<file path="config.mk">
export PLATFORM = sky130hd
export DESIGN_NAME = usr_shift_sequencer
export DESIGN_NICKNAME = d
export VERILOG_FILES = /design/src/rtl/usr_shift_sequencer.sv
export SDC_FILE = /design/constraint.sdc
export NUM_CORES = 1
export LEC_CHECK = 0
export ABC_CLOCK_PERIOD_IN_PS = 2000
export BUFFER_PORTS_ARGS = -buffer_cell sky130_fd_sc_hd__buf_2
export CAP_MARGIN = 20
export CELL_PAD_IN_SITES_DETAIL_PLACEMENT = 0
export CELL_PAD_IN_SITES_GLOBAL_PLACEMENT = 1
export CORE_MARGIN = 10
export CORE_UTILIZATION = 37
export CTS_CLUSTER_DIAMETER = 50
export DETAILED_ROUTE_END_ITERATION = 6
export MAX_ROUTING_LAYER = met4
export PLACE_DENSITY = 0.73
export SYNTH_ARGS = -nofsm -noshare
export SYNTH_HDL_FRONTEND = slang
export SYNTH_SLANG_ARGS = --single-unit
</file>
<file path="constraint.sdc">
create_clock -name clk -period 2 [get_ports clk]
set_clock_uncertainty 0.15 [all_clocks]
set_input_delay 0.3 -clock clk [delete_from_list [all_inputs] [get_ports clk]]
set_output_delay 0.3 -clock clk [all_outputs]
set_load 0.02 [all_outputs]
</file>
<file path="src/rtl/usr_shift_sequencer.sv">
// Command-driven sequencer for a 4-bit universal shift register: accepts one
// load/shift job, steps the register's controls, then returns its contents.
module usr_shift_sequencer #(
   parameter int WIDTH = 4,
   parameter int CNT_W = 3
) (
   input  logic             clk,
   input  logic             rst_n,
   input  logic             cmd_valid,
   output logic             cmd_ready,
   input  logic [1:0]       cmd_op,
   input  logic [WIDTH-1:0] cmd_data,
   input  logic [CNT_W-1:0] cmd_count,
   output logic             rsp_valid,
   input  logic             rsp_ready,
   output logic [WIDTH-1:0] rsp_data,
   output logic             busy,
   output logic             usr_load,
   output logic             usr_shift_left,
   output logic             usr_shift_right,
   output logic [WIDTH-1:0] usr_parallel_in,
   input  logic [WIDTH-1:0] usr_q
);

   typedef enum logic [1:0] {
      IDLE,
      LOAD,
      SHIFT,
      DONE
   } state_t;

   state_t           state_q;
   logic             dir_q;
   logic [WIDTH-1:0] data_q;
   logic [CNT_W-1:0] remain_q;
   logic             cmdReady_q;
   logic             busy_q;
   logic             load_q;
   logic             left_q;
   logic             right_q;
   logic             rspValid_q;

   // Control outputs are registered alongside the state so each one is the
   // direct decode of where the FSM is, with at most one usr_* control high.
   always_ff @(posedge clk or negedge rst_n) begin
      if (!rst_n) begin
         state_q    <= IDLE;
         dir_q      <= 1'b0;
         data_q     <= '0;
         remain_q   <= '0;
         cmdReady_q <= 1'b1;
         busy_q     <= 1'b0;
         load_q     <= 1'b0;
         left_q     <= 1'b0;
         right_q    <= 1'b0;
         rspValid_q <= 1'b0;
      end else begin
         case (state_q)
            IDLE: begin
               if (cmd_valid) begin
                  dir_q      <= cmd_op[0];
                  data_q     <= cmd_data;
                  remain_q   <= cmd_count;
                  cmdReady_q <= 1'b0;
                  busy_q     <= 1'b1;
                  if (!cmd_op[1]) begin
                     state_q <= LOAD;
                     load_q  <= 1'b1;
                  end else if (cmd_count != '0) begin
                     state_q <= SHIFT;
                     left_q  <= ~cmd_op[0];
                     right_q <= cmd_op[0];
                  end else begin
                     state_q    <= DONE;
                     rspValid_q <= 1'b1;
                  end
               end
            end
            LOAD: begin
               load_q <= 1'b0;
               if (remain_q != '0) begin
                  state_q <= SHIFT;
                  left_q  <= ~dir_q;
                  right_q <= dir_q;
               end else begin
                  state_q    <= DONE;
                  rspValid_q <= 1'b1;
               end
            end
            SHIFT: begin
               remain_q <= remain_q - 1'b1;
               if (remain_q == 1) begin
                  state_q    <= DONE;
                  left_q     <= 1'b0;
                  right_q    <= 1'b0;
                  rspValid_q <= 1'b1;
               end
            end
            DONE: begin
               if (rsp_ready) begin
                  state_q    <= IDLE;
                  rspValid_q <= 1'b0;
                  busy_q     <= 1'b0;
                  cmdReady_q <= 1'b1;
               end
            end
            default: begin
               state_q    <= IDLE;
               cmdReady_q <= 1'b1;
               busy_q     <= 1'b0;
               load_q     <= 1'b0;
               left_q     <= 1'b0;
               right_q    <= 1'b0;
               rspValid_q <= 1'b0;
            end
         endcase
      end
   end

   assign cmd_ready       = cmdReady_q;
   assign busy            = busy_q;
   assign usr_load        = load_q;
   assign usr_shift_left  = left_q;
   assign usr_shift_right = right_q;
   assign rsp_valid       = rspValid_q;

   // Data buses are gated to zero outside the phase that owns them.
   assign usr_parallel_in = load_q ? data_q : '0;
   assign rsp_data        = rspValid_q ? usr_q : '0;

endmodule

</file>
== After elaboration in Yosys (flattened, before gate mapping) ==
Index checks and enable logic that the tools add are counted.
W data, S select, Z words.
Operators by class
  reduce and logical (&&, ||, !) cells: 14
  $add $sub $neg: 1
  muxes and demuxes: 37
  equal/unequal tests: 13
  bitwise gates (word level): 2
Operators with widths (count)
  $mux W1: 22
  $ne A2 B2 Y1 const B: 9
  $reduce_and A6 Y1: 2
  $reduce_and A3 Y1: 3
  $reduce_bool A3 Y1: 3
  $mux W2: 4
  $mux W4: 2
  $pmux W2 S4: 1
  $pmux W1 S2: 3
  $pmux W1 S3: 2
  $pmux W3 S2: 1
  $reduce_bool A2 Y1: 3
  $eq A2 B2 Y1 const B: 2
  $pmux W1 S4: 1
  $reduce_and A2 Y1: 2
  $eq A3 B1 Y1 const B: 1
  $mux W3: 1
  $sub A3 B1 Y3 const B: 1
  $eq A2 B1 Y1 const B: 1
  $logic_not A2 Y1: 1
  $not A1 Y1: 2
Storage, ports and cells
  output and inout port bits: 14
  bits in registers: 16
  word-level logic and storage cells: 77

== Depth between registers and ports, before layout ==
Gate-level depths: netlist of the first run.
  depth after elaboration: 5
  mapped depth: 7

== Worst setup path after synthesis of the first run ==
OpenSTA, ideal clock, no wires.
  path type: reg2reg
  from: register state_q[0]
  to: register left_q, in the netlist usr_shift_left
  clock period less this slack: 1729 ps
  buffers on the path: 0
  data required time: 1725 ps
  cell stages (with the launch flop): 7
  data arrival time: 1455 ps
  setup slack: 271 ps
  cells stage by stage: dfrtp_1 -> inv_1 -> ha_1 -> nor2b_2 -> nor3_1 -> nand3_1 -> mux2_2
Between the ends
  cells in the longest elaborated chain, start to end: 3
  elaborated cells on any way between the ends: 11
  those cells by class: 7 x eq/ne; 1 x mux; 3 x reduce/logical
Ends and longest elaborated chain
  from (decl): RTL line 32  | state_t state_q;
  from (signal assigned): RTL line 47  | state_q <= IDLE;
  from (signal assigned): RTL line 67  | state_q <= LOAD;
  from (signal assigned): RTL line 70  | state_q <= SHIFT;
  $eq A2 B1 Y1, or another cell as far along: RTL line 58  | case (state_q)
  $ne A2 B2 Y1 (no line) / $reduce_bool A3 Y1 (equally long branches)
  $reduce_and A6 Y1 (no line)
  to (signal assigned): RTL line 71  | left_q <= ~cmd_op[0];
  to (signal assigned): RTL line 83  | left_q <= ~dir_q;
  to (decl): RTL line 39  | logic left_q;
Parallel ways exist; a longest one is shown, timed or not.
A chain may end at the register's enable or synchronous reset.

== Worst setup path in the final report of the first run ==
  from: register state_q[0]
  to: register right_q, in the netlist usr_shift_right
Between the ends
  cells in the longest elaborated chain, start to end: 3
  elaborated cells on any way between the ends: 11
  those cells by class: 7 x eq/ne; 1 x mux; 3 x reduce/logical
Ends and longest elaborated chain
  $eq A2 B1 Y1, or another cell as far along: RTL line 58
  $ne A2 B2 Y1 (no line) / $reduce_bool A3 Y1 (equally long branches)
  $reduce_and A6 Y1 (no line)
  to (signal assigned): RTL line 72  | right_q <= cmd_op[0];
  to (signal assigned): RTL line 84  | right_q <= dir_q;
  to (decl): RTL line 40  | logic right_q;
Parallel ways exist; a longest one is shown, timed or not.

==> results of run 1 <==
==> layout by cell type (no fill, tap or decap), drive strengths merged, types with 2 or more instances in the layout <==
cell type and instances:
a21oi 9, a221oi 2, a31oi 2, and2 8
buf 32, clkbuf 4, dfrtp 15, ha 9
inv 7, mux2 6, nand2 7, nand2b 4
nand3 6, nor2 2, nor3 2, o21ai 9
o22ai 2
==> routing by layer <==
metal | track usage | up-vias | share of wire
li1 | - | 442 | -
met1 | 0.107 | 403 | 0.47
met2 | 0.149 | 27 | 0.44
met3 | 0.0354 | 5 | 0.077
met4 | 0.0316 | 0 | 0.012
met5 | - | - | 0
==> logic make-up after synthesis <==
kind of cell / Yosys count / share of synthesized area
xor+xnor: 1 / 0.00854
simple gates: 35 / 0.191
mux: 6 / 0.0658
fa+ha+maj: 9 / 0.110
compound gates: 29 / 0.194
flops: 16 / 0.391
buf+inv: 10 / 0.0390
==> synthesized netlist by cell type (2+ instances only) <==
library cell               number
sky130_fd_sc_hd__a31oi_1        2
sky130_fd_sc_hd__and2_1         8
sky130_fd_sc_hd__nor2_1         2
sky130_fd_sc_hd__dfrtp_1       15
sky130_fd_sc_hd__nand2_1        7
sky130_fd_sc_hd__nor3_1         2
sky130_fd_sc_hd__nand2b_1       4
sky130_fd_sc_hd__mux2_2         6
sky130_fd_sc_hd__ha_1           9
sky130_fd_sc_hd__o21ai_0        9
sky130_fd_sc_hd__nand3_1        6
sky130_fd_sc_hd__a21oi_1        9
sky130_fd_sc_hd__o22ai_1        2
sky130_fd_sc_hd__inv_1          7
sky130_fd_sc_hd__buf_2          2
==> sequential cells by signal, summed over array words and instances (netlist names) <==
signal and count:
usr_shift_right 1, usr_shift_left 1, busy 1, data_q 4
state_q 2, dir_q 1, rsp_valid 1, remain_q 3
usr_load 1, cmd_ready 1
==> per-stage QoR <==
step                      instances  setup WS, ps  hold slack, ps
after detailed placement        166           113            91.1
final                           171           107            84.1
after global routing            171          21.0            78.9
after floorplan                 106           271            -146
after CTS                       171          96.7            75.8
after global placement          166           177            92.4
==> power groups by stage <==
stage	logic (mW)	clock network [mW]	registers, mW
6_report	1.19	0.218	0.621
5_1_grt	1.33	0.242	0.647
4_1_cts	1.21	0.228	0.625
3_5_place_dp	1.20	0	0.632
3_3_place_gp	1.18	0	0.621
2_1_floorplan	0.852	0	0.668
==> worst max-delay path by stage <==
stage,from,endpoint,slack [ps],depth (start not counted)
finish,state_q[0],usr_shift_right,110,5
floorplan,state_q[0],usr_shift_left,270,6
detailed placement,state_q[0],usr_shift_right,110,5
global route,state_q[0],usr_shift_right,20,5
global placement,state_q[0],usr_shift_left,180,5
CTS,state_q[0],usr_shift_right,100,5
==> critical path: stages, from the launching register on <==
cell and delay [ps]:
sky130_fd_sc_hd__dfrtp_1 430, sky130_fd_sc_hd__inv_1 140, sky130_fd_sc_hd__ha_1 450, sky130_fd_sc_hd__a21oi_1 130, sky130_fd_sc_hd__nand3_1 140, sky130_fd_sc_hd__mux2_2 340
==> final cells by class <==
cell class | count | area (um^2) | area share
tap | 31 | 38.8 | 0.0307
clock buffer | 4 | 36.3 | 0.0287
timing repair buffer | 33 | 175 | 0.139
multi-input combinational | 80 | 584 | 0.463
sequential | 16 | 402 | 0.318
inverter | 7 | 26.3 | 0.0208
==> results_tabular.tex, run 1 <==
\begin{tabular}{lr}
\hline
Metric & Value \\
\hline
\multicolumn{2}{l}{\textbf{Run status}} \\
Run status & complete, no violations \\
\multicolumn{2}{l}{\textbf{CTS}} \\
Clock Path Buffers & 2 \\
Number of sinks handled by clock tree synthesis & 16 \\
CTS tree & yes \\
Reg clk slew, reported paths & 100 ps \\
Number of H-tree branching levels & 1 \\
Post-CTS setup buffer count & 0 \\
\# resized after CTS & 0 \\
Later-pin clock latency in the skew report & 290 ps \\
Total clock buffers created by CTS & 3 \\
Hold-fix buffers, CTS & 1 \\
CTS Root Cell & sky130\_fd\_sc\_hd\_\_clkbuf\_4 \\
\multicolumn{2}{l}{\textbf{Worst setup path}} \\
Critical path required time & 2040 ps \\
Setup slack on the worst flop-to-flop path & 110 ps \\
FF-to-FF path depth & 5 \\
CP Capture Type & flip-flop \\
Worst endpoint data arrival time & 1930 ps \\
Worst setup path category & flip-flop to flip-flop \\
Critical R2R Capture & usr\_shift\_right \\
Startpoint types & flip-flop \\
Worst reg2reg startpoint & state\_q[0] \\
Maximum fanout along the worst path & 12 \\
\multicolumn{2}{l}{\textbf{Global route}} \\
Vias in the first global route & 929 \\
Pin count of the biggest net entering global routing & 17 \\
Residual overflow from global routing & 0 \\
Initial antenna violation count & 0 \\
Global-route wire length before repair & 4.01 mm \\
Global Route Usage Sum & 0.0944 \\
\multicolumn{2}{l}{\textbf{Die}} \\
Num rows & 19 \\
Vert. Die Dim & 72.7 um \\
Number of primary I/O pins & 31 \\
Total die area & 5280 um\^{}2 \\
Area inside the core boundary & 2710 um\^{}2 \\
Horizontal die dimension & 72.7 um \\
Initial core utilization & 0.379 \\
\multicolumn{2}{l}{\textbf{Power}} \\
Clock power share & 0.108 \\
Highest ir drop seen on vdd & 0.000749 V \\
Sequential share of power & 0.307 \\
Switching fraction of total power & 0.438 \\
Internal & 1.14 mW \\
Total power & 2.03 mW \\
Static Leak & 0.620 nW \\
Gate power share & 0.586 \\
Switching power summed over all nets & 887 uW \\
Power density cells & 1610 nW/um\^{}2 \\
\multicolumn{2}{l}{\textbf{Finish}} \\
Post-layout net count & 167 \\
Fraction of layout cells with a size suffix above 1 & 0.329 \\
Number of fill cells in the layout & 280 \\
Finished Cell Area & 1260 um\^{}2 \\
Number of diodes added for antenna fixing & 0 \\
Post-layout util & 0.466 \\
Synthesis-to-finish area growth & 23.0\% \\
\multicolumn{2}{l}{\textbf{Route}} \\
Total vias in the final route & 877 \\
Remaining routing DRC violations & 0 \\
Average wire length per cell after detail routing & 13.5 um \\
Post-detailed-route count of antenna-violating nets & 0 \\
DR pass1 iterations & 4 \\
Post-detailed-routing wire length & 2.31 mm \\
DR vias/cell & 5.13 \\
Number of DRC violations after detailed-routing iteration 0 & 45 \\
\multicolumn{2}{l}{\textbf{Logic synthesis}} \\
Synth warnings & 0 \\
Async set-reset flop share out of synthesis & 1.00 \\
EDFF count, synth & 0 \\
Sequential area share after synthesis & 0.391 \\
Post-synth top flop & sky130\_fd\_sc\_hd\_\_dfrtp\_1 \\
Distinct cell type count after synthesis & 31 \\
Post-synth top area share & 0.366 \\
Post-synthesis register bit count & 16 \\
Biggest area consumer among synthesized cells & sky130\_fd\_sc\_hd\_\_dfrtp\_1 \\
Netlist area before placement & 1030 um\^{}2 \\
Mean instance size in the synthesized netlist & 9.68 um\^{}2 \\
Number of nets in the synthesized netlist & 132 \\
Most area-consuming cells after synthesis & sky130\_fd\_sc\_hd\_\_dfrtp\_1 37\%, sky130\_fd\_sc\_hd\_\_ha\_1 11\%, sky130\_fd\_sc\_hd\_\_mux2\_2 6.6\% \\
Number of standard cells after synthesis & 106 \\
\multicolumn{2}{l}{\textbf{STA}} \\
Tightest Pin Transition & 453 ps \\
Final Hold Fails & 0 \\
Unrepaired setup endpoints after global routing & no \\
Final Critical Period & 1890 ps \\
Final period util & 0.946 \\
Final number of setup-violating endpoints & 0 \\
Final total negative setup slack & 0 ps \\
Number of pins with negative max-slew slack in the final report & 0 \\
Fmax & 528 MHz \\
Relative max-transition margin & 0.698 \\
\multicolumn{2}{l}{\textbf{Min path}} \\
Worst hold path cell count & 2 \\
Class of the worst hold path & input pin to flip-flop \\
HP Start & cmd\_data[1] \\
Worst min-delay path endpoint & data\_q[1] \\
\multicolumn{2}{l}{\textbf{Placed design}} \\
Count of port buffers added during placement & 30 \\
Placer's final routability congestion estimate & 0.790 \\
Placed instance area & 1220 um\^{}2 \\
Sum of net half-perimeters after detailed placement & 1.88 mm \\
\multicolumn{2}{l}{\textbf{Flow run}} \\
Max\_cap viols & 0 \\
\hline
\end{tabular}
Note: power is estimated with default switching activity, not from simulation.
==> run 2: changes to the inputs <==
GPL_TIMING_DRIVEN = 0   (was not set)
PLACE_DENSITY = not set   (was 0.73)
PLACE_DENSITY_LB_ADDON = 0.25   (was not set)
==> run 2 against run 1 <==
Effect of this change: critical path depth grew 1; flip-flop and latch count did not move; non-clock buffer count is the same; combinational power barely moved; first-iteration DRC count down 58%; setup slack gained 15 ps; sequential share of layout area down 0.13 points; final cell count unchanged; clock-buffer cell count did not move; worst hold slack got worse by 5.1 ps; largest cell class unchanged; sequential power is 0.6% higher; register-to-register slack improved by 20 ps.
==> results_tabular.tex, run 2 (synthesis gave the netlist of run 1 again) <==
\begin{tabular}{lr}
\hline
Metric & Value \\
\hline
\multicolumn{2}{l}{\textbf{Route}} \\
Post-detailed-route count of antenna-violating nets & 0 (unchanged) \\
Met2 wire len & 982 um (-3.5\%) \\
WL met3 & 248 um (+40\%) \\
Remaining routing DRC violations & 0 (unchanged) \\
Post-detailed-routing wire length & 2.38 mm (+2.9\%) \\
DR pass1 iterations & 4 (unchanged) \\
Detailed-routing wirelength on met1 & 1.11 mm (+2.0\%) \\
Average wire length per cell after detail routing & 13.9 um (+2.9\%) \\
DR vias/cell & 5.17 (+0.80\%) \\
Number of DRC violations after detailed-routing iteration 0 & 19 (-58\%) \\
Total vias in the final route & 884 (+0.80\%) \\
Highest metal layer with signal wires & met4 \\
\multicolumn{2}{l}{\textbf{Finish}} \\
Number of diodes added for antenna fixing & 0 (unchanged) \\
Largest register FFs & 4 (unchanged) \\
FF/Latch Area & 402 um\^{}2 (unchanged) \\
Multi-input gate area in the final layout & 592 um\^{}2 (+1.3\%) \\
Number of fill cells in the layout & 273 (-2.5\%) \\
Register ranked first by flip-flop count & data\_q \\
Post-layout net count & 167 (unchanged) \\
Fraction of layout cells with a size suffix above 1 & 0.336 (+0.00714) \\
Number of cells in the finished layout apart from fillers & 171 (unchanged) \\
Most frequent cells in the layout & 30 x sky130\_fd\_sc\_hd\_\_buf\_2, 15 x sky130\_fd\_sc\_hd\_\_dfrtp\_1, 9 x sky130\_fd\_sc\_hd\_\_a21oi\_1, 9 x sky130\_fd\_sc\_hd\_\_o21ai\_0 \\
Finished Cell Area & 1270 um\^{}2 (+0.40\%) \\
Most common cell after layout, fill and taps aside & sky130\_fd\_sc\_hd\_\_buf\_2 \\
Synthesis-to-finish area growth & 23.5\% \\
Leading registers by flop count & data\_q x4, remain\_q x3, state\_q x2 \\
\multicolumn{2}{l}{\textbf{Worst setup path}} \\
Family with the most delay on the worst path & flip-flops \\
Critical path required time & 2030 ps (about the same) \\
CP Capture Type & flip-flop \\
Cell chain of the critical path & inv\_1 > ha\_1 > clkbuf\_4 > a21oi\_1 > nand3\_1 > mux2\_2 \\
Total number of cells along the worst setup path & 6 (+1) \\
Worst endpoint data arrival time & 1910 ps (-20 ps) \\
Worst setup path category & flip-flop to flip-flop \\
Worst path slowest cell & sky130\_fd\_sc\_hd\_\_dfrtp\_1 \\
Critical R2R Capture & usr\_shift\_right \\
Launch point of the critical path & state\_q[0] \\
FF-to-FF path depth & 6 (+1) \\
Startpoint types & flip-flop \\
Buffers plus inverters on the worst setup path & 2 (+1) \\
Maximum fanout along the worst path & 10 (-2) \\
Worst reg2reg startpoint & state\_q[0] \\
Setup slack on the worst flop-to-flop path & 120 ps (+20 ps) \\
Stage delay of the slowest cell on the critical path & 430 ps (-20 ps) \\
\multicolumn{2}{l}{\textbf{Die}} \\
Initial core utilization & 0.379 (unchanged) \\
Horizontal die dimension & 72.7 um (unchanged) \\
Number of primary I/O pins & 31 (unchanged) \\
Total die area & 5280 um\^{}2 (unchanged) \\
Area inside the core boundary & 2710 um\^{}2 (unchanged) \\
Vert. Die Dim & 72.7 um (unchanged) \\
Num rows & 19 (unchanged) \\
\multicolumn{2}{l}{\textbf{STA}} \\
Unrepaired setup endpoints after global routing & no \\
Relative max-transition margin & 0.754 (+0.0564) \\
Fmax & 533 MHz (+0.81\%) \\
Final total negative setup slack & 0 ps (unchanged) \\
Final number of setup-violating endpoints & 0 (unchanged) \\
Final Hold Fails & 0 (unchanged) \\
Number of pins with negative max-slew slack in the final report & 0 (unchanged) \\
Final Critical Period & 1880 ps (-15.3 ps) \\
Final period util & 0.939 (-0.00764) \\
Tightest Pin Transition & 366 ps (-87.3 ps) \\
\multicolumn{2}{l}{\textbf{Global route}} \\
Residual overflow from global routing & 0 (unchanged) \\
Pin count of the biggest net entering global routing & 17 (unchanged) \\
Vias in the first global route & 909 (-2.2\%) \\
Initial antenna violation count & 0 (unchanged) \\
Global Route Usage Sum & 0.0977 (+0.00334) \\
Global-route wire length before repair & 4.15 mm (+3.4\%) \\
\multicolumn{2}{l}{\textbf{Power}} \\
Static Leak & 0.619 nW (-0.14\%) \\
Total power & 2.05 mW (+1.3\%) \\
Highest ir drop seen on vdd & 0.000945 V (+26\%) \\
Power density cells & 1620 nW/um\^{}2 (+0.93\%) \\
\multicolumn{2}{l}{\textbf{CTS}} \\
Total clock buffers created by CTS & 3 (unchanged) \\
Reg clk slew, reported paths & 100 ps (about the same) \\
Number of sinks handled by clock tree synthesis & 16 (unchanged) \\
Number of H-tree branching levels & 1 (unchanged) \\
CTS tree & yes \\
Clock Path Buffers & 2 (unchanged) \\
Later-pin clock latency in the skew report & 290 ps (about the same) \\
CTS Root Cell & sky130\_fd\_sc\_hd\_\_clkbuf\_4 \\
Post-CTS setup buffer count & 0 (unchanged) \\
\multicolumn{2}{l}{\textbf{Run status}} \\
Run status & complete, no violations \\
\multicolumn{2}{l}{\textbf{Placed design}} \\
Placed instance area & 1210 um\^{}2 (-0.51\%) \\
Sum of net half-perimeters after detailed placement & 1.86 mm (-1.1\%) \\
Placer's final routability congestion estimate & 0.796 (+0.76\%) \\
Number of cells after detailed placement & 166 (unchanged) \\
Count of port buffers added during placement & 29 (-3.3\%) \\
\multicolumn{2}{l}{\textbf{Min path}} \\
HP Start & cmd\_data[1] \\
Worst hold path cell count & 2 (unchanged) \\
Class of the worst hold path & input pin to flip-flop \\
Worst min-delay path endpoint & data\_q[1] \\
\multicolumn{2}{l}{\textbf{Flow run}} \\
Max\_cap viols & 0 (unchanged) \\
\hline
\end{tabular}
==> run 2: changes by cell type in the layout (fill, tap and decap cells not counted), sizes merged <==
cell	before	now
buf	32	30
clkbuf	4	6
==> run 2: metal layers <==
metal	vias to the layer above	track usage
met3	5	0.0422
met5	-	-
met4	0	0.0422
met1	398	0.117
met2	33	0.139
li1	448	-
==> run 2: stage by stage <==
step           utilization  hold WS (ps)  setup slack [ps]
2_1_floorplan            -          -146               271
3_3_place_gp         0.446          90.7               108
3_5_place_dp         0.446          92.5              98.3
4_1_cts              0.464          70.3              75.9
5_1_grt              0.468          68.8              18.6
6_report             0.468          79.0               123
==> run 2: cell type report <==
cell class	instances	area share
inverters	7	0.0207
flip-flops and latches	16	0.317
clock buffers	4	0.0286
repair buffers	30	0.122
well taps	31	0.0306
multi-input cells	80	0.467
plain buffers	3	0.0138
==> run 2: repair_timing <==
| action | CTS | global route |
|---|---|---|
| endpoints found under the hold margin | 15 | 0 |
| endpoints found under the setup margin | 0 | 4 |
| gates resized for setup | 0 | 5 |
| hold buffers | 1 | 0 |
==> run 2: worst max-delay path by stage <==
stage	to	slack (ps)
2_1_floorplan	usr_shift_left	270
6_report	usr_shift_right	120
3_3_place_gp	usr_shift_left	110
5_1_grt	usr_shift_left	20
4_1_cts	usr_shift_left	80
3_5_place_dp	usr_shift_right	100
==> run 2: where the power goes <==
group	switching, mW	leakage, nW	internal (mW)
Combinational	0.667	0.410	0.541
Clock	0.110	0.0210	0.111
Sequential	0.128	0.188	0.496
==> run 3: changes to the inputs <==
ABC_AREA = 1   (was not set)
CORE_UTILIZATION = 35   (was 37)
==> run 3 against run 2 <==
Effect of this change: clock-buffer cell count unchanged; clock power about the same; die area grew 3.3%; critical path depth is 2 higher; total power rose by 1.1%; global-route usage shrank 0.42 points; fmax grew 12%; highest routed layer unchanged; synthesized cell count rose by 23%; cell area shrank 1.4%; area after synthesis down 1.1%; sequential share of layout area grew 0.44 points; wire length decreased by 3.7%.
==> results_tabular.tex, run 3 <==
\begin{tabular}{lr}
\hline
Metric & Value \\
\hline
\multicolumn{2}{l}{\textbf{CTS}} \\
Hold-fix buffers, CTS & 1 (unchanged) \\
Number of sinks handled by clock tree synthesis & 16 (unchanged) \\
Clock Path Buffers & 2 (unchanged) \\
CTS Root Cell & sky130\_fd\_sc\_hd\_\_clkbuf\_4 \\
Post-CTS setup buffer count & 0 (unchanged) \\
CTS tree & yes \\
Total clock buffers created by CTS & 3 (unchanged) \\
Later-pin clock latency in the skew report & 290 ps (about the same) \\
Number of H-tree branching levels & 1 (unchanged) \\
Reg clk slew, reported paths & 100 ps (about the same) \\
\# resized after CTS & 0 (unchanged) \\
\multicolumn{2}{l}{\textbf{Worst setup path}} \\
Worst endpoint data arrival time & 1720 ps (-190 ps) \\
Startpoint types & flip-flop \\
CP Capture Type & flip-flop \\
Maximum fanout along the worst path & 7 (-3) \\
Worst setup path category & flip-flop to flip-flop \\
Critical path required time & 2040 ps (about the same) \\
\multicolumn{2}{l}{\textbf{Global route}} \\
Global-route wire length before repair & 3.92 mm (-5.5\%) \\
Vias in the first global route & 918 (+0.99\%) \\
Pin count of the biggest net entering global routing & 17 (unchanged) \\
Global Route Usage Sum & 0.0935 (-0.00421) \\
Residual overflow from global routing & 0 (unchanged) \\
Initial antenna violation count & 0 (unchanged) \\
\multicolumn{2}{l}{\textbf{Route}} \\
Remaining routing DRC violations & 0 (unchanged) \\
Total vias in the final route & 891 (+0.79\%) \\
DR vias/cell & 4.55 (-12\%) \\
DR pass1 iterations & 4 (unchanged) \\
Average wire length per cell after detail routing & 11.7 um (-16\%) \\
Post-detailed-routing wire length & 2.29 mm (-3.7\%) \\
Number of DRC violations after detailed-routing iteration 0 & 26 (+7) \\
Post-detailed-route count of antenna-violating nets & 0 (unchanged) \\
\multicolumn{2}{l}{\textbf{Power}} \\
Power density cells & 1660 nW/um\^{}2 (+2.6\%) \\
Highest ir drop seen on vdd & 0.00101 V (+6.7\%) \\
Static Leak & 0.744 nW (+20\%) \\
\multicolumn{2}{l}{\textbf{STA}} \\
Fmax & 597 MHz (+12\%) \\
Final number of setup-violating endpoints & 0 (unchanged) \\
Final total negative setup slack & 0 ps (unchanged) \\
Number of pins with negative max-slew slack in the final report & 0 (unchanged) \\
Relative max-transition margin & 0.754 (about the same) \\
Unrepaired setup endpoints after global routing & no \\
Tightest Pin Transition & 368 ps (+2.43 ps) \\
Final Critical Period & 1680 ps (-201 ps) \\
Final period util & 0.838 (-0.101) \\
Final Hold Fails & 0 (unchanged) \\
\multicolumn{2}{l}{\textbf{Logic synthesis}} \\
Number of nets in the synthesized netlist & 156 (+18\%) \\
Netlist area before placement & 1010 um\^{}2 (-1.1\%) \\
EDFF count, synth & 0 (unchanged) \\
Distinct cell type count after synthesis & 22 (-29\%) \\
Synth warnings & 0 (unchanged) \\
Most frequent cell after synthesis & sky130\_fd\_sc\_hd\_\_nand2\_1 \\
Most area-consuming cells after synthesis & sky130\_fd\_sc\_hd\_\_dfrtp\_1 37\%, sky130\_fd\_sc\_hd\_\_nand2\_1 13\%, sky130\_fd\_sc\_hd\_\_ha\_1 11\% \\
Post-synth top flop & sky130\_fd\_sc\_hd\_\_dfrtp\_1 \\
Post-synth top area share & 0.370 (+0.00406) \\
Post-synthesis register bit count & 16 (unchanged) \\
Number of standard cells after synthesis & 130 (+23\%) \\
Biggest area consumer among synthesized cells & sky130\_fd\_sc\_hd\_\_dfrtp\_1 \\
Async set-reset flop share out of synthesis & 1.00 (unchanged) \\
Sequential area share after synthesis & 0.396 (+0.00434) \\
List of most frequent post-synthesis cells & 35 x sky130\_fd\_sc\_hd\_\_nand2\_1, 24 x sky130\_fd\_sc\_hd\_\_inv\_1, 15 x sky130\_fd\_sc\_hd\_\_dfrtp\_1 \\
Mean instance size in the synthesized netlist & 7.81 um\^{}2 (-19\%) \\
\multicolumn{2}{l}{\textbf{Placed design}} \\
Count of port buffers added during placement & 30 (+3.4\%) \\
Sum of net half-perimeters after detailed placement & 1.91 mm (+2.6\%) \\
Placer's final routability congestion estimate & 0.839 (+5.4\%) \\
\multicolumn{2}{l}{\textbf{Finish}} \\
Most frequent cells in the layout & 35 x sky130\_fd\_sc\_hd\_\_nand2\_1, 30 x sky130\_fd\_sc\_hd\_\_buf\_2, 24 x sky130\_fd\_sc\_hd\_\_inv\_1 \\
Multi-input gate area in the final layout & 515 um\^{}2 (-13\%) \\
Most common cell after layout, fill and taps aside & sky130\_fd\_sc\_hd\_\_nand2\_1 \\
Number of diodes added for antenna fixing & 0 (unchanged) \\
Leading registers by flop count & data\_q x4, remain\_q x3, state\_q x2 \\
Post-layout net count & 192 (+15\%) \\
Post-layout util & 0.453 (-0.0144) \\
Fraction of layout cells with a size suffix above 1 & 0.291 (-0.0448) \\
Register ranked first by flip-flop count & data\_q \\
Largest register FFs & 4 (unchanged) \\
Synthesis-to-finish area growth & 23.2\% \\
Number of fill cells in the layout & 295 (+8.1\%) \\
FF/Latch Area & 402 um\^{}2 (unchanged) \\
\multicolumn{2}{l}{\textbf{Min path}} \\
Class of the worst hold path & input pin to flip-flop \\
\multicolumn{2}{l}{\textbf{Die}} \\
Initial core utilization & 0.368 (-0.0106) \\
Vert. Die Dim & 73.8 um (+1.6\%) \\
Num rows & 19 (unchanged) \\
Total die area & 5450 um\^{}2 (+3.3\%) \\
Area inside the core boundary & 2760 um\^{}2 (+1.8\%) \\
Horizontal die dimension & 73.8 um (+1.6\%) \\
Number of primary I/O pins & 31 (unchanged) \\
\multicolumn{2}{l}{\textbf{Run status}} \\
Run status & complete, no violations \\
\multicolumn{2}{l}{\textbf{Flow run}} \\
Max\_cap viols & 0 (unchanged) \\
\hline
\end{tabular}
-- run 3: critical path, cell delays in order, from the launching register on --
cell                      delay (ps)
sky130_fd_sc_hd__dfrtp_1         420
sky130_fd_sc_hd__inv_1           110
sky130_fd_sc_hd__ha_1            300
sky130_fd_sc_hd__nand2_2         140
sky130_fd_sc_hd__nand2_2          90
sky130_fd_sc_hd__nor2_4          170
sky130_fd_sc_hd__nand3_1          90
sky130_fd_sc_hd__nand2_1          60
sky130_fd_sc_hd__nand2_1          40
-- run 3: stage by stage --
stage	cell area, um^2	hold slack, ps	worst slack, ps	cells	total power [mW]
3_3_place_gp	1200	95.9	360	191	1.86
3_5_place_dp	1200	97.6	337	191	1.89
5_1_grt	1250	69.1	188	196	2.31
6_report	1250	82.1	324	196	2.08
4_1_cts	1250	71.0	308	196	2.12
2_1_floorplan	1010	-146	500	130	1.56
-- run 3: path summary, 6_finish.rpt --
| check | start | endpoint | slack (ps) | cells past startpoint |
|---|---|---|---|---|
| min reg2reg | usr_shift_left | usr_shift_left | 330 | 2 |
| min | cmd_data[3] | data_q[3] | 80 | 2 |
| max | state_q[0] | rsp_valid | 320 | 8 |
| min in group asynchronous | rst_n | remain_q[2] | 290 | 2 |
| max reg2reg | state_q[0] | rsp_valid | 320 | 8 |
| max in group asynchronous | rst_n | cmd_ready | 1100 | 2 |
-- run 3: power breakdown --
group          total (mW)  internal (mW)  switching (mW)  leakage [nW]
registers           0.614          0.500           0.114         0.192
clock network       0.218          0.111           0.107        0.0210
logic                1.24          0.471           0.773         0.531
total                2.08           1.08           0.995         0.744
-- run 3: cell type report --
cell class	instances	area share
multi-input cells	88	0.412
flip-flops and latches	16	0.321
repair buffers	31	0.128
inverters	26	0.0781
well taps	31	0.0310
clock buffers	4	0.0290
-- run 3: cell families after synthesis --
group / Yosys count / synth area share
AOI/OAI and AO/OA: 17 / 0.0999
xor gates and xnor gates: 1 / 0.00863
adders and majority gates: 9 / 0.111
buffers and inverters: 26 / 0.0962
DFF: 16 / 0.396
muxes: 4 / 0.0444
and+or+nand+nor: 57 / 0.244
-- run 3: routing by layer --
layer  share of wire  GRT usage  routed length, um
met2            0.42      0.139                957
met4           0.014     0.0538                 31
met1            0.50      0.109               1150
met5               0          -                  0
met3           0.066     0.0269                151
